**config.mk**
```make
export PLATFORM = sky130hd
export DESIGN_NAME = cancid_stream_ctx
export DESIGN_NICKNAME = d
export VERILOG_FILES = /design/src/rtl/kraaken_dpi_pkg.sv /design/src/rtl/cancid_ctx_mem.sv /design/src/rtl/cancid_stream_ctx.sv
export SDC_FILE = /design/constraint.sdc
export NUM_CORES = 1
export LEC_CHECK = 0
export BUFFER_PORTS_ARGS = -buffer_cell sky130_fd_sc_hd__buf_2
export CORE_MARGIN = 2
export CORE_UTILIZATION = 50
export DETAILED_ROUTE_END_ITERATION = 16
export PLACE_DENSITY = 0.75
export SYNTH_ARGS = -nofsm -noshare
export SYNTH_HDL_FRONTEND = slang
export SYNTH_SLANG_ARGS = --single-unit
```
**constraint.sdc**
```tcl
create_clock -name clk -period 3.6 [get_ports clk]
set_input_delay 0.36 -clock clk [delete_from_list [all_inputs] [get_ports clk]]
set_output_delay 0.36 -clock clk [all_outputs]
set_load 0.005 [all_outputs]
```
**src/rtl/kraaken_dpi_pkg.sv**
```systemverilog
// Shared definitions for the kraaken DPI regex context blocks: default widths,
// the per-stream context record and a saturating increment helper.
package kraaken_dpi_pkg;

  localparam int unsigned STATE_W_DEF     = 11;
  localparam int unsigned NUM_STREAMS_DEF = 64;
  localparam int unsigned CNT_W_DEF       = 16;
  localparam int unsigned DFA_LAT_DEF     = 1;

  typedef struct packed {
    logic                   valid;
    logic [STATE_W_DEF-1:0] state;
  } ctx_rec_t;

  // Counters up to 32 bits wide share this; callers pass their own all-ones limit.
  function automatic logic [31:0] sat_inc(input logic [31:0] val,
                                          input logic [31:0] max_val,
                                          input logic        inc);
    return (inc && (val != max_val)) ? val + 32'd1 : val;
  endfunction

endpackage

```
**src/rtl/cancid_ctx_mem.sv**
```systemverilog
// Per-stream DFA state store: NUM_STREAMS x STATE_W memory plus reset-able valid
// bits, one write port and one combinational read port with write->read bypass.
module cancid_ctx_mem #(
  parameter int unsigned STATE_W     = 11,
  parameter int unsigned NUM_STREAMS = 64,
  parameter int unsigned SID_W       = $clog2(NUM_STREAMS)
) (
  input  logic               clk,
  input  logic               rst,
  input  logic               wr_en,
  input  logic [SID_W-1:0]   wr_sid,
  input  logic [STATE_W-1:0] wr_state,
  input  logic [SID_W-1:0]   rd_sid,
  output logic               rd_valid,
  output logic [STATE_W-1:0] rd_state
);

  typedef struct packed {
    logic               valid;
    logic [STATE_W-1:0] state;
  } ctx_t;

  logic [STATE_W-1:0]     mem_q [NUM_STREAMS];
  logic [NUM_STREAMS-1:0] valid_q;
  logic [NUM_STREAMS-1:0] valid_d;
  ctx_t                   rd_ctx;

  always_comb begin
    valid_d = valid_q;
    if (wr_en) valid_d[wr_sid] = 1'b1;
  end

  // Only the valid bits are reset; stale state words are masked by them.
  always_ff @(posedge clk or posedge rst) begin
    if (rst) valid_q <= '0;
    else     valid_q <= valid_d;
  end

  always_ff @(posedge clk) begin
    if (wr_en) mem_q[wr_sid] <= wr_state;
  end

  always_comb begin
    rd_ctx.valid = valid_q[rd_sid];
    rd_ctx.state = mem_q[rd_sid];
    if (wr_en && (wr_sid == rd_sid)) begin
      rd_ctx.valid = 1'b1;
      rd_ctx.state = wr_state;
    end
  end

  assign rd_valid = rd_ctx.valid;
  assign rd_state = rd_ctx.state;

endmodule

```
**src/rtl/cancid_stream_ctx.sv**
```systemverilog
// Per-stream context manager for one external DFA: registers DFA I/O, restores and
// saves DFA state per stream, tracks a speculative match and commits a match count.
module cancid_stream_ctx
  import kraaken_dpi_pkg::*;
#(
  parameter int unsigned STATE_W     = STATE_W_DEF,
  parameter int unsigned NUM_STREAMS = NUM_STREAMS_DEF,
  parameter int unsigned SID_W       = $clog2(NUM_STREAMS),
  parameter int unsigned CNT_W       = CNT_W_DEF,
  parameter int unsigned DFA_LAT     = DFA_LAT_DEF
) (
  input  logic               clk,
  input  logic               rst,
  input  logic               load_state,
  input  logic               new_stream_id,
  input  logic [SID_W-1:0]   stream_id,
  input  logic               enable,
  input  logic [7:0]         char_in,
  input  logic               char_in_vld,
  input  logic               eop,
  input  logic               count_clr,
  output logic [7:0]         dfa_char,
  output logic               dfa_char_vld,
  output logic [STATE_W-1:0] dfa_state_in,
  output logic               dfa_state_in_vld,
  input  logic [STATE_W-1:0] dfa_state_out,
  input  logic               dfa_accept,
  output logic [CNT_W-1:0]   count,
  output logic               count_sat,
  output logic               fired
);

  localparam logic [31:0] CNT_MAX = 32'((64'd1 << CNT_W) - 64'd1);

  typedef struct packed {
    logic             eop;
    logic             en;
    logic [SID_W-1:0] sid;
  } eop_dly_t;

  logic [7:0]         dfa_char_q, dfa_char_d;
  logic               dfa_char_vld_q, dfa_char_vld_d;
  logic [STATE_W-1:0] dfa_state_in_q, dfa_state_in_d;
  logic               dfa_state_in_vld_q, dfa_state_in_vld_d;
  logic [STATE_W-1:0] state_out_r_q, state_out_r_d;
  logic               accept_r_q, accept_r_d;
  logic               spec_q, spec_d;
  logic [CNT_W-1:0]   count_q, count_d;
  logic               count_sat_q, count_sat_d;
  eop_dly_t           dly_q [DFA_LAT+1];
  eop_dly_t           dly_d [DFA_LAT+1];

  logic               commit;
  logic               commit_en;
  logic [SID_W-1:0]   sid_d;
  logic               rd_valid;
  logic [STATE_W-1:0] rd_state;
  logic [CNT_W-1:0]   cnt_inc;

  // eop/enable/stream_id ride DFA_LAT+1 stages so commit lines up with accept_r
  // of the packet's last character.
  always_comb begin
    dly_d[0] = '{eop: eop, en: enable, sid: stream_id};
    for (int unsigned i = 1; i <= DFA_LAT; i++) dly_d[i] = dly_q[i-1];
  end

  assign commit    = dly_q[DFA_LAT].eop;
  assign commit_en = commit & dly_q[DFA_LAT].en;
  assign sid_d     = dly_q[DFA_LAT].sid;

  cancid_ctx_mem #(
    .STATE_W     (STATE_W),
    .NUM_STREAMS (NUM_STREAMS),
    .SID_W       (SID_W)
  ) u_ctx_mem (
    .clk      (clk),
    .rst      (rst),
    .wr_en    (commit_en),
    .wr_sid   (sid_d),
    .wr_state (state_out_r_q),
    .rd_sid   (stream_id),
    .rd_valid (rd_valid),
    .rd_state (rd_state)
  );

  always_comb begin
    dfa_char_d         = char_in_vld ? char_in : dfa_char_q;
    dfa_char_vld_d     = char_in_vld;
    dfa_state_in_vld_d = load_state;
    dfa_state_in_d     = dfa_state_in_q;
    if (load_state) dfa_state_in_d = (new_stream_id || !rd_valid) ? '0 : rd_state;
    state_out_r_d      = dfa_state_out;
    accept_r_d         = dfa_accept;
  end

  // A disabled commit discards the packet's match even if its last char accepted.
  always_comb begin
    spec_d = spec_q;
    if (load_state)            spec_d = 1'b0;
    if (accept_r_q)            spec_d = 1'b1;
    if (commit && !commit_en)  spec_d = 1'b0;
  end

  always_comb begin
    cnt_inc     = CNT_W'(sat_inc(32'(count_q), CNT_MAX, spec_q | accept_r_q));
    count_d     = count_q;
    count_sat_d = count_sat_q;
    if (commit_en) begin
      count_d     = cnt_inc;
      count_sat_d = count_sat_q | (&cnt_inc);
    end
    if (count_clr) begin
      count_d     = '0;
      count_sat_d = 1'b0;
    end
  end

  always_ff @(posedge clk or posedge rst) begin
    if (rst) begin
      dfa_char_q         <= '0;
      dfa_char_vld_q     <= 1'b0;
      dfa_state_in_q     <= '0;
      dfa_state_in_vld_q <= 1'b0;
      state_out_r_q      <= '0;
      accept_r_q         <= 1'b0;
      spec_q             <= 1'b0;
      count_q            <= '0;
      count_sat_q        <= 1'b0;
      for (int unsigned i = 0; i <= DFA_LAT; i++) dly_q[i] <= '0;
    end else begin
      dfa_char_q         <= dfa_char_d;
      dfa_char_vld_q     <= dfa_char_vld_d;
      dfa_state_in_q     <= dfa_state_in_d;
      dfa_state_in_vld_q <= dfa_state_in_vld_d;
      state_out_r_q      <= state_out_r_d;
      accept_r_q         <= accept_r_d;
      spec_q             <= spec_d;
      count_q            <= count_d;
      count_sat_q        <= count_sat_d;
      dly_q              <= dly_d;
    end
  end

  assign dfa_char         = dfa_char_q;
  assign dfa_char_vld     = dfa_char_vld_q;
  assign dfa_state_in     = dfa_state_in_q;
  assign dfa_state_in_vld = dfa_state_in_vld_q;
  assign count            = count_q;
  assign count_sat        = count_sat_q;
  assign fired            = spec_q;

endmodule
```
==> metrics.md <==
| Metric | Value |
|---|---|
| Status | `finished clean` |
| Seq/Total Area, Yosys | `73.8%` |
| Setup TNS | `0 ns` |
| Detailed Place HPWL | `48.4 mm` |
| Syn Inst Count | `1832` |
| LEAKAGE | `13.4 nW` |
| Max-cap violations | `0` |
| First-pass GRT wire length | `117 mm` |
| Power Density | `538 mW/mm²` |
| Synth cell types | `60` |
| P&R area growth vs syn | `13.9%` |
| Hold Path Depth | `1` |
| Vias per std cell | `6.14` |
| Post-route DRC | `0` |
| Multi-input gate area | `0.00801 mm²` |
| Tot GR Track Use | `23.6%` |
| Leading cell type in the layout, fill and taps excluded | `edfxtp_1` |
| Fin crit share | `~80%` |
| Post-synth EDFFs | `between 700 and 800` |
| Fill cells | `4824` |
| Worst r2r src | `commit` |
| DIE WIDTH | `261 µm` |
| Iteration-0 DRC Markers | `2361` |
| Num rows | `94` |
| Ports | `73` |
| Crit path DAT | `about 3.4 ns` |
| Postcts setup bufs | `0` |
| Reg2Reg Depth | `5` |
| Die ar. | `0.0683 mm²` |
| # hold bufs at CTS | `26` |
| WP buf/inv | `2` |
| Tmin final | `2.91 ns` |
| Synth async-reset ratio | `15.7%` |
| Fin util | `57.4%` |
| Critical Path Start Type | `input port` |
| CTS max path bufs | `3` |
| IO Port Bufs | `between 70 and 80` |
| Routed len/inst | `27.1 µm` |
| Most frequent cells in the layout | `edfxtp_1 (704), mux2i_1 (156), nor2_1 (138)` |
| H-tree depth | `3` |
| Core Area | `0.0656 mm²` |
| CTS tree | `done` |
| First-pass detailed-route iteration total | `6` |
| DP Area | `about 0.035 mm²` |
| Worst Hold Class | `in2reg` |
| R2R Setup Slk | `1.04 ns` |
| DIE HEIGHT | `~260 µm` |
| Worst-skew pair later-pin latency | `0.63 ns` |
| Area of the mapped netlist | `approximately 0.033 mm²` |
| Slew HR | `between 7 and 8%` |
| # nets final | `2045` |
| Worst setup EP type | `flop` |
| Syn nets | `approximately 1900` |
| FF/Latch Area | `0.0244 mm²` |
| Clock Skews | `0.0161 ns` |
| Synth Flop Type | `edfxtp_1` |
| Actual slew at the worst max-slew pin | `approximately 1.4 ns` |
| Drt total wl | `79.7 mm` |
| Worst hold endpoint | `dly_d[4]` |
| Most frequent CP cell | `a22oi_1` |
| Worst hold start | `stream_id[4]` |
| Vias in the first global route | `approximately 18000` |
| Synth Warn # | `0` |
| Fin. max-slew vios | `0` |
| Mean Syn Cell Area | `18.1 µm²` |
| Synthesized flop and latch total | `835` |
| Worst R2R End | `u_ctx_mem.mem_q[32][6]` |
| Critical Path RT | `approximately 4 ns` |
| CP delay by family, top | `simple AND/OR/NAND/NOR gates` |
| Grt total ovfl | `0` |
| Peak VDD IR | `0.000396 V` |
| Crit-path cells | `buf_4 -> and2_2 -> buf_12 -> a22oi_1 -> a22oi_1 -> a21boi_0 -> nor3_1 -> o41ai_2` |
| CP peak stage delay | `0.70 ns` |
| Root Buffer | `clkbuf_16` |
| FMAX | `between 0.3 and 0.4 GHz` |
| Slowest cell on the critical path | `nor3_1` |
| Total CTS buffers | `81` |
| Endpoints failing setup | `0` |
| Largest net degree at the start of global routing | `86` |
| Fin. Hold Viols | `0` |
| Global placer's final weighted congestion | `approximately 0.91` |
| Routed vias | `~18000` |
| Clock sinks | `835` |
| Initial antenna violation count | `4` |
| Post-route design area | `roughly 0.038 mm²` |
| Initial Utilization | `slightly above 50%` |
| Share of cells above drive strength 1 | `25.3%` |
| Kind of critical path | `in2reg` |
| Post-CTS resize count | `0` |
| Post-DRT Antenna Nets | `0` |
| CP max FO | `40` |
| Clk slew on worst S/H paths | `0.06 ns` |
| Unrepaired setup endpoints after global routing | `false` |
[layout make-up]
type	instances	share of cell area (%)
Clock inverter	46	1.10
Sequential cell	835	64.8
Inverter	7	0.0797
Multi-Input combinational cell	884	21.3
Antenna cell	1	0.00664
Clock buffer	106	5.92
Timing Repair Buffer	201	3.94
Tap cell	864	2.87
[flip-flops by register name (all words and copies together) (netlist names), 6 cells and up]
signal,cells
state_out_r_q,11
dfa_char,8
count,16
dly_d,8
u_ctx_mem.valid_q,64
dfa_state_in,11
sid_d,6
u_ctx_mem.mem_q,704
[worst register-to-register path, delay by kind of cell (launching register included)]
family	cells	cell delay (ns)
buffers and inverters	1	0.31
DFF	1	0.36
and+or+nand+nor	4	1.60
[layer usage]
metal	up-vias	share of wire, %	GRT usage (%)
met2	916	48	36.8
met3	163	8.7	4.93
met4	4	3.9	9.72
li1	7642	-	-
met1	9362	40	32.7
met5	-	0.038	0
[stage by stage]
step	setup slack (ns)	std cells	hold WS, ns	power (mW)
2_1_floorplan	1.28	1832	0.331	11.7
3_3_place_gp	0.181	2765	0.333	12.0
3_5_place_dp	0.161	2765	0.335	12.1
4_1_cts	0.811	2943	0.0659	20.4
5_1_grt	0.603	2944	0.0758	20.8
6_report	0.694	2944	0.101	20.3
[cells in the mapped netlist (all sizes together) (13+ instances only)]
library cell	count	area (µm²)
nand3	51	255
nor2b	16	100
nand2	41	154
nor3	18	90.1
o21ai	15	75.1
a22oi	71	533
clkbuf	60	225
mux2	13	146
edfxtp	704	21100
buf	46	427
nand4	14	87.6
mux4	119	2680
dfrtp	131	3280
xor2	15	131
a21oi	15	75.1
nor2	138	518
a22o	21	184
mux2i	156	1560
or2	64	400
[worst max-delay path by stage]
stage / startpoint / end / slack, ns / cells past startpoint
3_5_place_dp: stream_id[0] / dfa_state_in[5] / 0.16 / 8
5_1_grt: stream_id[0] / dfa_state_in[3] / 0.60 / 8
6_report: stream_id[0] / dfa_state_in[5] / 0.69 / 8
3_3_place_gp: stream_id[0] / dfa_state_in[5] / 0.18 / 8
2_1_floorplan: stream_id[0] / dfa_state_in[9] / 1.28 / 9
4_1_cts: stream_id[0] / dfa_state_in[5] / 0.81 / 8
[cells by family after synthesis]
group	Yosys count	share of synthesized area, %
DFF	835	73.8
xor gates and xnor gates	22	0.582
muxes	288	13.3
buffers and inverters	113	2.05
adders and majority gates	1	0.0378
AOI/OAI and AO/OA	192	4.55
and+or+nand+nor	381	5.74
[power by group]
part	internal, mW	leakage [nW]	switching, mW
registers	10.6	8.01	0.195
clock network	4.77	1.29	3.60
logic	0.461	4.06	0.619
total	15.9	13.4	4.41
Note: power is estimated with default switching activity, not from simulation.
